<file path="src/rtl/key_press_gen_if.sv">
// Request/status bundle between game logic and the key press generator.
// Optional cancel line is present when KEY_PRESS_GEN_CANCEL_EN is defined.
interface key_press_gen_if #(
    parameter int unsigned PEND_W = 3
);
    logic              pulse;
    logic              clr_ovf;
    logic              out;
    logic              busy;
    logic [PEND_W-1:0] pend_cnt;
    logic              overflow;
`ifdef KEY_PRESS_GEN_CANCEL_EN
    logic              cancel;

    modport master (output pulse, clr_ovf, cancel, input out, busy, pend_cnt, overflow);
    modport slave  (input pulse, clr_ovf, cancel, output out, busy, pend_cnt, overflow);
`else
    modport master (output pulse, clr_ovf, input out, busy, pend_cnt, overflow);
    modport slave  (input pulse, clr_ovf, output out, busy, pend_cnt, overflow);
`endif
endinterface

</file>
<file path="src/rtl/key_press_gen.sv">
// Turns request pulses into HOLD_CYCLES-long key levels separated by GAP_CYCLES of release,
// queueing overlapping requests. Define KEY_PRESS_GEN_CANCEL_EN to add the cancel input.
module key_press_gen #(
    parameter int unsigned HOLD_CYCLES = 4,
    parameter int unsigned GAP_CYCLES  = 2,
    parameter int unsigned PEND_W      = 3
) (
    input logic            clk,
    input logic            reset,
    key_press_gen_if.slave kp
);
    localparam int unsigned MAX_CYC = (HOLD_CYCLES > GAP_CYCLES) ? HOLD_CYCLES : GAP_CYCLES;
    localparam int unsigned CNT_W   = (MAX_CYC > 1) ? $clog2(MAX_CYC) : 1;

    localparam logic [CNT_W-1:0]  HOLD_LOAD = CNT_W'(HOLD_CYCLES - 1);
    localparam logic [CNT_W-1:0]  GAP_LOAD  = CNT_W'(GAP_CYCLES - 1);
    localparam logic [PEND_W-1:0] PEND_MAX  = '1;

    typedef enum logic [1:0] {
        ST_IDLE = 2'd0,
        ST_HOLD = 2'd1,
        ST_GAP  = 2'd2
    } state_t;

    state_t            state_q, state_d;
    logic [CNT_W-1:0]  cnt_q, cnt_d;
    logic [PEND_W-1:0] pend_q, pend_d;
    logic              ovf_q, ovf_d;
    logic              out_q, out_d;
    logic              busy_q, busy_d;
    logic              started;
    logic              dec;
    logic              inc;

    // State, counters and registered outputs
    always_ff @(posedge clk or negedge reset) begin
        if (!reset) begin
            state_q <= ST_IDLE;
            cnt_q   <= '0;
            pend_q  <= '0;
            ovf_q   <= 1'b0;
            out_q   <= 1'b0;
            busy_q  <= 1'b0;
        end else begin
            state_q <= state_d;
            cnt_q   <= cnt_d;
            pend_q  <= pend_d;
            ovf_q   <= ovf_d;
            out_q   <= out_d;
            busy_q  <= busy_d;
        end
    end

    // Next state, pending queue and overflow
    always_comb begin
        state_d = state_q;
        cnt_d   = cnt_q;
        pend_d  = pend_q;
        ovf_d   = ovf_q;
        started = 1'b0;
        dec     = 1'b0;
        inc     = 1'b0;

        case (state_q)
            ST_IDLE: begin
                if (kp.pulse) begin
                    state_d = ST_HOLD;
                    cnt_d   = HOLD_LOAD;
                    started = 1'b1;
                end
            end
            ST_HOLD: begin
                if (cnt_q != '0) begin
                    cnt_d = cnt_q - CNT_W'(1);
                end else begin
                    state_d = ST_GAP;
                    cnt_d   = GAP_LOAD;
                end
            end
            ST_GAP: begin
                if (cnt_q != '0) begin
                    cnt_d = cnt_q - CNT_W'(1);
                end else if (pend_q != '0) begin
                    // Queued request wins over a same-edge pulse
                    state_d = ST_HOLD;
                    cnt_d   = HOLD_LOAD;
                    dec     = 1'b1;
                end else if (kp.pulse) begin
                    state_d = ST_HOLD;
                    cnt_d   = HOLD_LOAD;
                    started = 1'b1;
                end else begin
                    state_d = ST_IDLE;
                end
            end
            default: begin
                state_d = ST_IDLE;
                cnt_d   = '0;
            end
        endcase

        inc = kp.pulse && !started;

        // Clear first so that a same-edge drop keeps the flag set
        if (kp.clr_ovf) begin
            ovf_d = 1'b0;
        end
        if (inc && !dec) begin
            if (pend_q != PEND_MAX) begin
                pend_d = pend_q + PEND_W'(1);
            end else begin
                ovf_d = 1'b1;
            end
        end else if (dec && !inc) begin
            pend_d = pend_q - PEND_W'(1);
        end

`ifdef KEY_PRESS_GEN_CANCEL_EN
        // Cancel flushes the queue, discards any same-edge pulse, and cuts a press short
        if (kp.cancel) begin
            pend_d = '0;
            ovf_d  = kp.clr_ovf ? 1'b0 : ovf_q;
            case (state_q)
                ST_HOLD: begin
                    state_d = ST_GAP;
                    cnt_d   = GAP_LOAD;
                end
                ST_GAP: begin
                    if (cnt_q == '0) begin
                        state_d = ST_IDLE;
                        cnt_d   = cnt_q;
                    end
                end
                default: begin
                    state_d = ST_IDLE;
                    cnt_d   = cnt_q;
                end
            endcase
        end
`endif

        out_d  = (state_d == ST_HOLD);
        busy_d = (state_d != ST_IDLE) || (pend_d != '0);
    end

    assign kp.out      = out_q;
    assign kp.busy     = busy_q;
    assign kp.pend_cnt = pend_q;
    assign kp.overflow = ovf_q;

endmodule

</file>
<file path="src/flat_wrapper.sv">
// flat-port wrapper written by rule: the top's interface ports become plain ports
module key_press_gen_flat 
#(
    parameter int unsigned HOLD_CYCLES = 4,
    parameter int unsigned GAP_CYCLES  = 2,
    parameter int unsigned PEND_W      = 3
)
  (clk, reset, kp_pulse, kp_clr_ovf, kp_out, kp_busy, kp_pend_cnt, kp_overflow);
  key_press_gen_if #(.PEND_W(PEND_W)) kp_i ();
  input logic clk;
  input logic reset;
  input wire logic [$bits(kp_i.pulse)-1:0] kp_pulse;
  input wire logic [$bits(kp_i.clr_ovf)-1:0] kp_clr_ovf;
  output wire logic [$bits(kp_i.out)-1:0] kp_out;
  output wire logic [$bits(kp_i.busy)-1:0] kp_busy;
  output wire logic [$bits(kp_i.pend_cnt)-1:0] kp_pend_cnt;
  output wire logic [$bits(kp_i.overflow)-1:0] kp_overflow;
  assign kp_i.pulse = kp_pulse;
  assign kp_i.clr_ovf = kp_clr_ovf;
  assign kp_out = kp_i.out;
  assign kp_busy = kp_i.busy;
  assign kp_pend_cnt = kp_i.pend_cnt;
  assign kp_overflow = kp_i.overflow;
  key_press_gen #(.HOLD_CYCLES(HOLD_CYCLES), .GAP_CYCLES(GAP_CYCLES), .PEND_W(PEND_W)) u_core (.clk(clk), .reset(reset), .kp(kp_i));
endmodule
</file>
<file path="config.mk">
export PLATFORM = sky130hd
export DESIGN_NAME = key_press_gen_flat
export DESIGN_NICKNAME = d
export VERILOG_FILES = /design/src/rtl/key_press_gen_if.sv /design/src/rtl/key_press_gen.sv /design/src/flat_wrapper.sv
export SDC_FILE = /design/constraint.sdc
export NUM_CORES = 1
export LEC_CHECK = 0
export ABC_AREA = 0
export BUFFER_PORTS_ARGS = -buffer_cell sky130_fd_sc_hd__buf_2
export CELL_PAD_IN_SITES_DETAIL_PLACEMENT = 1
export CELL_PAD_IN_SITES_GLOBAL_PLACEMENT = 1
export CORE_ASPECT_RATIO = 1.1
export CORE_MARGIN = 3
export CORE_UTILIZATION = 40
export DETAILED_ROUTE_END_ITERATION = 6
export PLACE_DENSITY = 0.71
export SETUP_SLACK_MARGIN = 0.15
export SYNTH_ARGS = -nofsm -noshare
export SYNTH_HDL_FRONTEND = slang
export SYNTH_SLANG_ARGS = --single-unit
export TNS_END_PERCENT = 10
</file>
<file path="constraint.sdc">
create_clock -name clk -period 2.4 [get_ports clk]
set_input_delay 0.12 -clock clk [delete_from_list [all_inputs] [get_ports clk]]
set_output_delay 0.12 -clock clk [all_outputs]
set_load 0.1 [all_outputs]
</file>
==> load_flow_metrics.sql <==
INSERT INTO impl_metrics (metric_group, metric, value, unit) VALUES
('status', 'run_status', 'finished, final reports clean', ''),
('setup_path', 'r2r_start', 'u_core.kp.pend_cnt[0]', ''),
('place', 'dpl_worst_slack', '0.470', 'ns'),
('drt', 'route.final.wire_length', '1500', 'um'),
('drt', 'final_antenna_net_count', '0', ''),
('place', 'place_congestion', '0.759', ''),
('flow_run', 'cap_viol_max_count', '0', ''),
('synthesis', 'syn_avg_cell_area', '9.47', 'um2'),
('cells_and_area', 'layout.area.seq', '253', 'um2'),
('cells_and_area', 'number_of_fill_cells', '175', ''),
('synthesis', 'yosysTopAreaCellShare', '40.7', '%'),
('synthesis', 'cells_after_synth', '65', ''),
('min_path', 'holdCritPathClass', 'in2reg', ''),
('setup_path', 'cp-startpoint', 'u_core.kp.pend_cnt[0]', ''),
('cells_and_area', 'insertedDiodeCount', '0', ''),
('timing', 'slew-limit-headroom', '67.4', '%'),
('clock_tree', 'cts.htree.levels', '1', ''),
('timing', 'final_min_period_over_clock_period', '81.0', '%'),
('drt', 'drc_errors', '0', ''),
('min_path', 'hold_depth', '2', ''),
('drt', 'vias', '556', ''),
('floorplan', 'height_of_the_die', '47.1', 'um'),
('synthesis', 'synth_area', '616', 'um2'),
('timing', 'fmax', '515', 'MHz'),
('drt', 'routed_wire_length_per_instance', '16.0', 'um'),
('setup_path', 'critical_path.endpoint_type', 'flip-flop', ''),
('timing', 'finalHoldViolations', '0', ''),
('cells_and_area', 'areaGrowthSynthToFinish', '18.3', '%'),
('floorplan', 'pin_count', '10', ''),
('cells_and_area', 'total_number_of_nets_in_the_final_design', '86', ''),
('cells_and_area', 'fraction_of_layout_cells_with_a_size_suffix_above_1', '25.6', '%'),
('setup_path', 'r2r_end', 'u_core.kp.busy', ''),
('clock_tree', 'cts_num_sinks', '10', ''),
('clock_tree', 'cts.reportedPaths.clkPinSlew', '0.07', 'ns'),
('clock_tree', 'cts_buffers', '3', ''),
('place', 'numPortBuffers', '9', ''),
('synthesis', 'synth-edff-count', '0', ''),
('timing', 'worst_slew_pin_slew', '0.492', 'ns'),
('floorplan', 'core_area', '0.00140', 'mm2'),
('min_path', 'hold_worst_path_end', 'u_core.kp.overflow', ''),
('floorplan', 'fp-row-count', '14', ''),
('synthesis', 'ys_dominant_reg_cell', 'sky130_fd_sc_hd__dfrtp_1', ''),
('synthesis', 'post-synth-top-count-cell', 'sky130_fd_sc_hd__dfrtp_1', ''),
('clock_tree', 'cts_max_path_buffers', '2', ''),
('timing', 'holdWs', '0.0229', 'ns'),
('setup_path', 'critical_path.startpoint_type', 'flip-flop', ''),
('setup_path', 'crit_fanout', '7', ''),
('cells_and_area', 'multiInputGateArea', '330', 'um2'),
('clock_tree', 'cts_tree', 'built', ''),
('setup_path', 'rr_worst_depth', '6', ''),
('synthesis', 'synth.cells.most_frequent', 'sky130_fd_sc_hd__dfrtp_1 (10), sky130_fd_sc_hd__inv_1 (5), sky130_fd_sc_hd__nand2_1 (5), sky130_fd_sc_hd__nor2_1 (4), sky130_fd_sc_hd__o21ai_0 (4)', ''),
('grt', 'maximum_number_of_pins_on_one_net_before_global_route_repair', '16', ''),
('synthesis', 'syn_nets', '72', ''),
('setup_path', 'crit_arrival', '2.10', 'ns'),
('timing', 'grt_setup_unrepaired', 'no', ''),
('synthesis', 'ys_warn_count', '0', ''),
('synthesis', 'yosysTopAreaCell', 'sky130_fd_sc_hd__dfrtp_1', ''),
('timing', 'post-route-min-period', '1.94', 'ns'),
('synthesis', 'yosysUniqueCellTypes', '31', ''),
('cells_and_area', 'final_core_utilization', '52.0', '%'),
('setup_path', 'regToRegSetupSlack', '0.46', 'ns'),
('floorplan', 'design.die.area', '0.00205', 'mm2'),
('place', 'detailed_place_hpwl', '1060', 'um'),
('timing', 'setup_viol', '0', ''),
('timing', 'worst_clock_skew', '0.000863', 'ns'),
('synthesis', 'part_of_the_yosys_area_used_for_sequential_elements', '40.7', '%'),
('grt', 'grt_first_pass_wirelength', '2580', 'um'),
('drt', 'post_drt_via_cell_ratio', '5.91', ''),
('synthesis', 'yosys-top-cells-area', 'sky130_fd_sc_hd__dfrtp_1 (41%), sky130_fd_sc_hd__ha_1 (6.1%), sky130_fd_sc_hd__a221oi_1 (4.3%)', ''),
('clock_tree', 'clk-insertion-delay-late', '0.27', 'ns'),
('synthesis', 'ys_async_sr_fraction', '100', '%');
-- what timing repair did --
item | 4_1_cts | 5_1_grt
gates resized for setup | 0 | 0
endpoints found under the hold margin | 10 | 0
hold buffers | 1 | 0
-- through the flow --
step	instances	area, um2
after floorplan	65	618
after global placement	89	682
after detailed placement	89	682
after CTS	94	728
after global routing	94	728
final	94	728
-- worst max-delay path by stage --
| stage | endpoint | slack, ns | cells after the start |
|---|---|---|---|
| floorplan | u_core.kp.busy | 0.19 | 3 |
| global placement | u_core.kp.busy | 0.54 | 6 |
| detailed placement | u_core.kp.busy | 0.47 | 6 |
| CTS | u_core.kp.busy | 0.45 | 6 |
| global route | u_core.kp.busy | 0.39 | 6 |
| finish | u_core.kp.busy | 0.46 | 6 |
-- flip-flops by register name (all words and copies together), names as in the netlist --
| signal | cells |
|---|---|
| u_core.cnt_q | 2 |
| u_core.kp.busy | 1 |
| u_core.kp.overflow | 1 |
| u_core.kp.out | 1 |
| u_core.kp.pend_cnt | 3 |
| u_core.state_q | 2 |
-- metal layers --
layer	global-route usage (%)	wire [um]
met1	23.5	748
met5	0	0
met4	7.23	15
met3	4.60	54
met2	26.8	681
-- kinds of logic (layout without fill, tap and decap cells) --
family,count (synthesis),after routing,synth area share [%]
buffers and inverters,8,21,5.69
AND/OR/NAND/NOR,19,19,18.7
adder cells (fa/ha/maj),3,3,6.10
AO/OA/AOI/OAI,22,22,24.6
flip-flops,10,10,40.7
XOR/XNOR,3,3,4.27
-- layout by cell type, fill, tap and decap left out, types with 2 or more instances in the layout --
cell                       synthesis  layout
sky130_fd_sc_hd__nor2_1            4       4
sky130_fd_sc_hd__ha_1              3       3
sky130_fd_sc_hd__clkbuf_4          0       3
sky130_fd_sc_hd__a31oi_1           2       2
sky130_fd_sc_hd__dfrtp_1          10       8
sky130_fd_sc_hd__o22ai_1           2       2
sky130_fd_sc_hd__buf_4             1       2
sky130_fd_sc_hd__a221oi_1          3       3
sky130_fd_sc_hd__o21ai_0           4       4
sky130_fd_sc_hd__xnor2_1           3       3
sky130_fd_sc_hd__dfrtp_2           0       2
sky130_fd_sc_hd__o31ai_1           2       2
sky130_fd_sc_hd__inv_1             5       5
sky130_fd_sc_hd__a21oi_1           2       2
sky130_fd_sc_hd__nand3_1           2       2
sky130_fd_sc_hd__nand2_1           5       5
sky130_fd_sc_hd__buf_2             0       9
-- final cells by class --
class | instances | area share [%]
inverter | 5 | 2.58
clock buffer | 4 | 4.98
multi-input combinational | 47 | 45.4
sequential | 10 | 34.7
tap | 16 | 2.75
timing repair buffer | 12 | 9.62
-- worst max-delay path: stages (launching register included) --
cell and delay, ns:
sky130_fd_sc_hd__dfrtp_2 0.46, sky130_fd_sc_hd__inv_1 0.10, sky130_fd_sc_hd__ha_1 0.21, sky130_fd_sc_hd__nand2b_4 0.09
sky130_fd_sc_hd__and3_4 0.19, sky130_fd_sc_hd__or4_1 0.46, sky130_fd_sc_hd__a311o_1 0.32
Power is not shown: default switching activity piles up to over one toggle a cycle in this logic, so the estimate is an artifact.
